--- src/rtl/alu_seq_pkg.sv ---
// rtl/alu_seq_pkg.sv - shared types and constants for the ALU sequencer
package alu_seq_pkg;

    localparam int OP_W     = 3;
    localparam int DEF_DW   = 8;
    localparam int DEF_NREG = 4;

    // Explicit encodings keep the state values stable for anything that
    // inspects the raw state bits.
    typedef enum logic [1:0] {
        IDLE = 2'd0,
        EXEC = 2'd1,
        WB   = 2'd2
    } state_e;

endpackage

--- src/rtl/alu_seq_regfile.sv ---
// rtl/alu_seq_regfile.sv - NREG x DW register file, 1 sync write, 3 comb reads
//
// Ports:
//   clk, rst          rising-edge clock, synchronous active-high clear
//   we, waddr, wdata  synchronous write port
//   ra_addr/ra_data   combinational read port A
//   rb_addr/rb_data   combinational read port B
//   dbg_addr/dbg_data combinational debug read port
module alu_seq_regfile
    import alu_seq_pkg::*;
#(
    parameter int   DW   = DEF_DW,
    parameter int   NREG = DEF_NREG,
    localparam int  RAW  = $clog2(NREG)
) (
    input  logic           clk,
    input  logic           rst,
    input  logic           we,
    input  logic [RAW-1:0] waddr,
    input  logic [DW-1:0]  wdata,
    input  logic [RAW-1:0] ra_addr,
    output logic [DW-1:0]  ra_data,
    input  logic [RAW-1:0] rb_addr,
    output logic [DW-1:0]  rb_data,
    input  logic [RAW-1:0] dbg_addr,
    output logic [DW-1:0]  dbg_data
);

    logic [DW-1:0] mem [NREG];

    always_ff @(posedge clk) begin
        if (rst) begin
            for (int i = 0; i < NREG; i++) begin
                mem[i] <= '0;
            end
        end else if (we) begin
            mem[waddr] <= wdata;
        end
    end

    assign ra_data  = mem[ra_addr];
    assign rb_data  = mem[rb_addr];
    assign dbg_data = mem[dbg_addr];

endmodule

--- src/rtl/alu_seq_ctrl.sv ---
// rtl/alu_seq_ctrl.sv - read/execute/writeback sequencer around an external combinational ALU
//
// Optional feature macro: ALU_SEQ_ZFLAG_EN (adds zero-flag output zf).
//
// Ports:
//   clk, rst                      clock, synchronous active-high reset
//   cmd_valid/cmd_ready           command handshake
//   cmd_op/rd/ra/rb/use_imm/imm/use_cf  command fields
//   alu_op/a/b/ci                 registered operands to the ALU
//   alu_result/alu_co             ALU outputs, captured at writeback
//   wb_valid/wb_rd/wb_data        one-cycle writeback report
//   cf                            carry flag
//   zf                            zero flag (only with ALU_SEQ_ZFLAG_EN)
//   dbg_addr/dbg_data             combinational register peek
module alu_seq_ctrl
    import alu_seq_pkg::*;
#(
    parameter int   DW   = DEF_DW,
    parameter int   NREG = DEF_NREG,
    localparam int  RAW  = $clog2(NREG)
) (
    input  logic            clk,
    input  logic            rst,
    input  logic            cmd_valid,
    output logic            cmd_ready,
    input  logic [OP_W-1:0] cmd_op,
    input  logic [RAW-1:0]  cmd_rd,
    input  logic [RAW-1:0]  cmd_ra,
    input  logic [RAW-1:0]  cmd_rb,
    input  logic            cmd_use_imm,
    input  logic [DW-1:0]   cmd_imm,
    input  logic            cmd_use_cf,
    output logic [OP_W-1:0] alu_op,
    output logic [DW-1:0]   alu_a,
    output logic [DW-1:0]   alu_b,
    output logic            alu_ci,
    input  logic [DW-1:0]   alu_result,
    input  logic            alu_co,
    output logic            wb_valid,
    output logic [RAW-1:0]  wb_rd,
    output logic [DW-1:0]   wb_data,
    output logic            cf,
`ifdef ALU_SEQ_ZFLAG_EN
    output logic            zf,
`endif
    input  logic [RAW-1:0]  dbg_addr,
    output logic [DW-1:0]   dbg_data
);

    state_e         state;
    logic [RAW-1:0] rd_q;
    logic [DW-1:0]  ra_data;
    logic [DW-1:0]  rb_data;
    logic           accept;
    logic           rf_we;

    assign cmd_ready = (state == IDLE);
    assign accept    = cmd_valid && cmd_ready;
    // The ALU output is stable during EXEC because alu_* only move on accept.
    assign rf_we     = (state == EXEC);

    alu_seq_regfile #(
        .DW   (DW),
        .NREG (NREG)
    ) u_regfile (
        .clk      (clk),
        .rst      (rst),
        .we       (rf_we),
        .waddr    (rd_q),
        .wdata    (alu_result),
        .ra_addr  (cmd_ra),
        .ra_data  (ra_data),
        .rb_addr  (cmd_rb),
        .rb_data  (rb_data),
        .dbg_addr (dbg_addr),
        .dbg_data (dbg_data)
    );

    always_ff @(posedge clk) begin
        if (rst) begin
            state    <= IDLE;
            alu_op   <= '0;
            alu_a    <= '0;
            alu_b    <= '0;
            alu_ci   <= 1'b0;
            rd_q     <= '0;
            wb_valid <= 1'b0;
            wb_rd    <= '0;
            wb_data  <= '0;
            cf       <= 1'b0;
        end else begin
            case (state)
                IDLE: begin
                    if (accept) begin
                        // Operands come from the register file as it stands
                        // now; the previous writeback has already landed.
                        alu_op <= cmd_op;
                        alu_a  <= ra_data;
                        alu_b  <= cmd_use_imm ? cmd_imm : rb_data;
                        alu_ci <= cmd_use_cf & cf;
                        rd_q   <= cmd_rd;
                        state  <= EXEC;
                    end
                end
                EXEC: begin
                    wb_valid <= 1'b1;
                    wb_rd    <= rd_q;
                    wb_data  <= alu_result;
                    cf       <= alu_co;
                    state    <= WB;
                end
                WB: begin
                    wb_valid <= 1'b0;
                    state    <= IDLE;
                end
                default: begin
                    wb_valid <= 1'b0;
                    state    <= IDLE;
                end
            endcase
        end
    end

`ifdef ALU_SEQ_ZFLAG_EN
    always_ff @(posedge clk) begin
        if (rst) begin
            zf <= 1'b0;
        end else if (state == EXEC) begin
            zf <= (alu_result == '0);
        end
    end
`endif

endmodule

--- config.mk ---
export PLATFORM = sky130hd
export DESIGN_NAME = alu_seq_ctrl
export DESIGN_NICKNAME = d
export VERILOG_FILES = /design/src/rtl/alu_seq_pkg.sv /design/src/rtl/alu_seq_regfile.sv /design/src/rtl/alu_seq_ctrl.sv
export SDC_FILE = /design/constraint.sdc
export NUM_CORES = 1
export LEC_CHECK = 0
export BUFFER_PORTS_ARGS = -buffer_cell sky130_fd_sc_hd__buf_2
export CAP_MARGIN = 20
export CORE_UTILIZATION = 50
export CTS_CLUSTER_SIZE = 28
export DETAILED_ROUTE_END_ITERATION = 12
export GPL_ROUTABILITY_DRIVEN = 0
export HOLD_SLACK_MARGIN = 0.03
export PLACE_DENSITY = 0.85
export SLEW_MARGIN = 20
export SYNTH_ARGS = -nofsm -noshare
export SYNTH_HDL_FRONTEND = slang
export SYNTH_SLANG_ARGS = --single-unit
--- constraint.sdc ---
create_clock -name clk -period 1.7 [get_ports clk]
set_input_delay 0.17 -clock clk [delete_from_list [all_inputs] [get_ports clk]]
set_output_delay 0.17 -clock clk [all_outputs]
set_load 0.05 [all_outputs]
# Word-level counts from Yosys, hierarchy flattened

Memories as Yosys holds them, arrays and structs flattened. A register that Yosys moved wholly into a read port is not among the register bits.
Cells that the tools add are included.

Mux-type cells: 12
Bitwise gates (word level): 1
Reduce and logical (&&, ||, !) cells: 4
Equal/unequal tests: 2

Operators by type and width:

| cell               | count |
|---|---|
| $mux 8             | 2 |
| $reduce_or 8->1    | 1 |
| $mux 1             | 6 |
| $mux 2             | 2 |
| $pmux 2 s2         | 1 |
| $eq 2x1->1 const B | 1 |
| $logic_not 2->1    | 1 |
| $ne 2x1->1 const B | 1 |
| $pmux 1 s2         | 1 |
| $reduce_and 2->1   | 1 |
| $and 1x1->1        | 1 |
| $logic_and 1x1->1  | 1 |

Memories: 1
Register bits: 28
Memory bits (writable): 32
Word-level logic and storage cells: 29
Output and inout bits: 41
Input port bits: 33

Memories:

| name          | words | width | rd ports | clocked after memory_dff | wr ports | line                  | RTL |
|---|---|---|---|---|---|---|---|
| u_regfile.mem | 4     | 8     | 3        | 1                        | 4        | alu_seq_regfile.sv:29 | `logic [DW-1:0] mem [NREG];` |

# Logic depth before layout (Yosys ltp)

Gate-level depths: netlist of run 1.

Depth after elaboration: 6
Mapped depth: 6

# Modules after synthesis

Synthesis of run 1 repeated with hierarchy kept, for this count alone.

Cells, all modules: 260
Area total of the unflattened synthesis: 3,185.6 um^2

Modules (own cells, without submodules):

| module          | cells an instance | times used | sequential area each (um^2) | area an instance (um^2) |
|---|---|---|---|---|
| alu_seq_regfile | 104               | 1          | 960.9                       | 1,868.0 |
| alu_seq_ctrl    | 156               | 1          | 720.7                       | 1,317.5 |

# Worst setup path before layout of run 1

OpenSTA, ideal clock, no wires.

Path kind: reg2reg
Start point: register state[0]
End point: memory u_regfile.mem[1][0] in the netlist's numbering (enable)
Path buffers: 0
Cell stages (with the launch flop): 4
Slack: 0.203 ns
Data arrival time: 1.188 ns
Cells stage by stage: dfxtp_1 nand2b_1 nor4b_4 or2_2

RTL lines:

| element                | line                  | RTL |
|---|---|---|
| start, declared        | alu_seq_ctrl.sv:50    | `state_e state;` |
| start signal, assigned | alu_seq_ctrl.sv:81    | `state <= IDLE;` |
| start signal, assigned | alu_seq_ctrl.sv:102   | `state <= EXEC;` |
| start signal, assigned | alu_seq_ctrl.sv:110   | `state <= WB;` |
| end, declared          | alu_seq_regfile.sv:29 |  |

==> qor.yml, run 1 <==
status: "finished, violations left"
failed_checks: "setup timing"
clk_pin_slew_ps: 70
period_share: 1.003
fin_crit_ps: 1705
required_ps: 1530
finalHoldViolations: 0
drc_errors: 0
grt_pass1_wl_um: 10900
n_antenna_cell: 0
combPwrFrac: 0.182
grt_pass1_vias: 2174
pre_cts_slack_ps: 142.5
nFillCells: 485
wl_per_cell_um: 16.43
postCtsHoldBufs: 0
ctsHtreeMaxLevel: 3
start_util: 0.5295
setup_viol_count_final: 1
power_mw: 3.735
ys_seq_elements: 68
die_y_um: 81.88
gr-usage-all-layers: 0.2231
drt-initial-drc-count: 172
crit_chain: "mux4_2 -> clkbuf_4"
cp_slowest_cell: "mux4_2"
dp.cells: 407
cts_sinks: 68
drt_wl_total_um: 7031
placement_rows: 28
ir_drop_v: 0.0006973
antenna_left: 0
avgSynthCellArea_um2: 11.82
clkPwrFrac: 0.318
clock_latency_ps: 340
finClkSkew_ps: 7.857
clock-root-buffer: "clkbuf_8"
crit_path_start_kind: "register"
final_area_um2: 3821
layout-drive-gt1-share: 0.3966
mostFrequentLayoutCell: "buf_2"
netlist.area_leader.share: 0.3012
worstSetupEndpointType: "primary output"
area.growth.synth_to_final_pct: 19.76
drt_pass1_iterations: 4
placed_cell_area_um2: 3598
p_seq_frac: 0.500
cts_tree: "yes"
seq_area_um2: 1682
max-cap-violations: 0
layout_common_cells: "buf_2, nand2_1, dfxtp_1"
cp_slowest_stage_delay_ps: 520
cts-buffers-inserted: 9
core_area_um2: 6026
power_density_nw_per_um2: 977.4
p_int_mw: 2.646
yosysUniqueCellTypes: 26
swShare: 0.2916
yosys_warnings: 0
grt_max_degree: 41
nets: 381
hpwl_um: 5239
slew_viol_final: 0
worstMarginPinSlew_ps: 516.5
worstSetupPathType: "reg -> out"
ys_seq_area_frac: 0.5271
numPortBuffers: 73
postLayoutCoreUtil: 0.6341
multiInputGateArea_um2: 1390
slew_headroom: 0.6544
netlist.top_cell.by_area: "edfxtp_1"
fin_ws_ps: -5.215
fmax_ghz: 0.5864
syn_area_um2: 3191
grt_overflow: 0
antenna_found_initial: 0
vias_per_cell: 5.502
leakage_nw: 1.569
synth_nets: 303
holdCritPathClass: "in -> reg"
die_w_um: 81.88
rsz0062_at_grt: "false"
arrival_ps: 1540
num_io_pins: 74
synth_area_leaders: "edfxtp_1, dfxtp_1, mux4_2"
synth_cells: 270
dieArea_um2: 6704
switchingPower_mw: 1.089
clk_path_buf_depth: 2
fin_cells: 428
crit_fanout: 3
vias: 2355
==> final timing paths <==
kind / startpoint / to / slack, ps / cells after the start
worst min register to register: alu_op[0]$_SDFFE_PP0P_ / alu_op[0]$_SDFFE_PP0P_ / 450 / 2
worst min-delay path: cmd_op[0] / alu_op[0]$_SDFFE_PP0P_ / 60 / 3
worst max register to register: state[0]$_SDFFE_PP0P_ / u_regfile.mem[1][3]$_SDFFCE_PN0P_ / 130 / 3
worst max-delay path: u_regfile.mem[3][2]$_DFFE_PP_ / dbg_data[2] / -5 / 2
==> registers in the layout, summed over array words and instances, names as in the netlist <==
name and cells:
wb_data 8, alu_a 8, state 2, alu_op 3, cf 1, wb_valid 1, alu_b 8, u_regfile.mem 32
rd_q 2, wb_rd 2, alu_ci 1
==> repair_timing <==
action / 4_1_cts / 5_1_grt
resized for setup: 1 / 6
setup endpoints to repair: 1 / 5
setup buffers: 2 / 3
==> cell usage after synthesis <==
master / n
a211oi_1: 8
a21oi_1: 25
a222oi_1: 8
a31o_2: 1
and2_1: 32
buf_1: 3
buf_12: 1
buf_2: 10
buf_6: 2
clkbuf_1: 4
dfxtp_1: 36
edfxtp_1: 32
mux2_2: 14
mux2_4: 2
mux4_2: 16
nand2_1: 49
nand2b_1: 2
nand3_1: 1
nor2_1: 13
nor2b_1: 2
nor3_1: 1
nor3b_2: 1
nor4_2: 1
nor4b_4: 2
or2_2: 3
or3b_1: 1
==> metrics by stage <==
stage | TNS, ps | hold WS (ps)
6_report | -5.215 | 55.10
4_1_cts | 0 | 44.95
2_1_floorplan | 0 | 300.5
3_5_place_dp | 0 | 416.2
5_1_grt | 0 | 50.48
3_3_place_gp | 0 | 410.8
==> cell type report <==
cell class | instances | area share
Clock inverter | 2 | 0.002620
Tap cell | 75 | 0.02456
Timing Repair Buffer | 87 | 0.1264
Sequential cell | 68 | 0.4401
Multi-Input combinational cell | 182 | 0.3638
Clock buffer | 14 | 0.04257
==> layer usage <==
layer	share of wire	global-route usage	up-vias
met1	0.43	0.2861	1127
met3	0.049	0.05000	17
li1	-	-	1139
met5	0	0	-
met4	0.019	0.1088	0
met2	0.50	0.3554	72
==> power by group through the flow <==
stage	sequential, mW	combinational (mW)	clock [mW]
finish	1.87	0.680	1.19
global route	1.87	0.723	1.29
CTS	1.87	0.674	1.21
detailed placement	1.90	0.665	0
global placement	1.89	0.652	0
floorplan	2.04	0.359	0
==> critical path, delay by kind of cell, from the launching register on <==
family,cells,cell delay (ps)
multiplexers,1,520
flip-flops,1,440
buffers and inverters,1,230
==> logic make-up (layout without fill, tap and decap cells) <==
| kind of cell | after synthesis | after routing | share of synthesized area |
|---|---|---|---|
| compound gates | 42 | 42 | 0.08588 |
| buf+inv | 20 | 103 | 0.03725 |
| flops | 68 | 68 | 0.5271 |
| mux | 32 | 32 | 0.1718 |
| simple gates | 108 | 108 | 0.1780 |
Note: power is estimated with default switching activity, not from simulation.
==> inputs of run 2 (changes only) <==
--- a/config.mk
+++ b/config.mk
@@ -7,12 +7,14 @@
 export LEC_CHECK = 0
 export BUFFER_PORTS_ARGS = -buffer_cell sky130_fd_sc_hd__buf_2
 export CAP_MARGIN = 20
-export CORE_UTILIZATION = 50
+export CELL_PAD_IN_SITES_DETAIL_PLACEMENT = 0
+export CELL_PAD_IN_SITES_GLOBAL_PLACEMENT = 1
+export CORE_UTILIZATION = 42
 export CTS_CLUSTER_SIZE = 28
 export DETAILED_ROUTE_END_ITERATION = 12
 export GPL_ROUTABILITY_DRIVEN = 0
 export HOLD_SLACK_MARGIN = 0.03
-export PLACE_DENSITY = 0.85
+export PLACE_DENSITY = 0.89
 export SLEW_MARGIN = 20
 export SYNTH_ARGS = -nofsm -noshare
 export SYNTH_HDL_FRONTEND = slang
==> run 2 against run 1 <==
  * The flow now finishes without violations
  * Utilization decreased by 11 points
  * Register-to-register slack improved by 50 ps
  * Non-clock buffer count decreased by 7
  * Hold slack improved by 4.6 ps
==> qor.yml, run 2 (same netlist as run 1, synthesis figures left out) <==
status: "finished clean"
mostFrequentLayoutCell: "buf_2"
nFillCells: 665
vias: 2288
crit_path_start_kind: "register"
numPortBuffers: 73
crit_fanout: 3
nets: 374
largest_register: "u_regfile.mem"
postLayoutCoreUtil: 0.5220
layout_common_cells: "buf_2, nand2_1, dfxtp_1"
fin_setup_tns_ps: 0
r2r_slack_ps: 180
largest_reg_flops: 32
core_area_um2: 7292
slew_viol_final: 0
placement_rows: 31
worstMarginPinSlew_ps: 532.6
power_density_nw_per_um2: 999.0
crit_start: "u_regfile.mem[2][1]$_SDFFCE_PN0P_"
gr-usage-all-layers: 0.1833
grt_pass1_wl_um: 10570
fmax_ghz: 0.5987
power_mw: 3.802
clk_path_buf_depth: 2
grt_overflow: 0
cts_sinks: 68
rsz0062_at_grt: "false"
n_antenna_cell: 0
hpwl_um: 5130
die_w_um: 89.16
fin_crit_ps: 1670
drc_errors: 0
dieArea_um2: 7950
antenna_found_initial: 0
endpoint: "dbg_data[1]"
hold_ws_ps: 59.70
start_util: 0.4375
reg2reg_depth: 3
postCtsHoldBufs: 0
wl_per_cell_um: 15.13
cts_tree: "yes"
holdCritPathClass: "in -> reg"
clock_latency_ps: 350
drt_pass1_iterations: 7
ctsHtreeMaxLevel: 3
period_share: 0.9825
antenna_left: 0
postCtsSetupBuffers: 0
seq_area_um2: 1682
drt_wl_total_um: 6731
worstSetupEndpointType: "primary output"
multiInputGateArea_um2: 1390
area.growth.synth_to_final_pct: 19.29
ir_drop_v: 0.0003002
cts-buffers-inserted: 9
fin_ws_ps: 29.70
worstSetupPathType: "reg -> out"
layout-drive-gt1-share: 0.3844
setup_viol_count_final: 0
clock-root-buffer: "clkbuf_8"
clk_pin_slew_ps: 70
drt-initial-drc-count: 123
r2r-end: "u_regfile.mem[1][4]$_SDFFCE_PN0P_"
cts-resized-gates: 0
finalHoldViolations: 0
slew_headroom: 0.6442
pre_cts_slack_ps: 181.8
leakage_nw: 1.540
vias_per_cell: 5.142
die_y_um: 89.16
grt_pass1_vias: 2150
num_io_pins: 74
finClkSkew_ps: 8.965
required_ps: 1530
grt_max_degree: 41
timing.rr.start: "state[0]$_SDFFE_PP0P_"
max-cap-violations: 0
arrival_ps: 1500
## run 2: cell count changes in the layout (fill, tap and decap cells not counted), sizes merged
cell    before  now
buf         85   80
clkinv       2    1
clkbuf      16   15
## run 2: worst min-delay path by stage
stage              start                     end  slack, ps  cells after the start
6_report       cmd_op[2]  alu_op[2]$_SDFFE_PP0P_         60                      3
5_1_grt        cmd_op[0]  alu_op[0]$_SDFFE_PP0P_         60                      3
4_1_cts        cmd_op[1]  alu_op[1]$_SDFFE_PP0P_         50                      3
3_5_place_dp   cmd_op[1]  alu_op[1]$_SDFFE_PP0P_        420                      3
3_3_place_gp   cmd_op[2]  alu_op[2]$_SDFFE_PP0P_        410                      3
2_1_floorplan        rst   state[1]$_SDFFE_PP0P_        300                      1
## run 2: per-stage QoR
step	instance area, µm²	std cells
after floorplan	3191	270
after global placement	3613	429
after detailed placement	3613	429
after CTS	3806	445
after global routing	3806	445
final	3806	445
## run 2: area by class of cell
| cell class | instances | share of cell area |
|---|---|---|
| repair buffers | 80 | 0.1098 |
| multi-input cells | 182 | 0.3652 |
| clock buffers | 15 | 0.04931 |
| flip-flops and latches | 68 | 0.4418 |
| clock inverters | 1 | 0.001315 |
| well taps | 99 | 0.03254 |
## run 2: layer usage
layer / global-route usage / vias to the layer above / wire length, µm
met5: 0 / - / 0
met4: 0.1270 / 0 / 268
met3: 0.04063 / 16 / 414
met2: 0.2970 / 94 / 3206
met1: 0.2178 / 1060 / 2841
li1: - / 1118 / -
## run 2: worst max-delay path: stages (launching register included)
cell and delay (ps):
edfxtp_1 440, mux4_2 490, buf_2 230
## run 2: power by group
part,switching [mW],total (mW),internal [mW]
Sequential,0.0625,1.86,1.80
Combinational,0.437,0.658,0.222
Clock,0.581,1.28,0.698
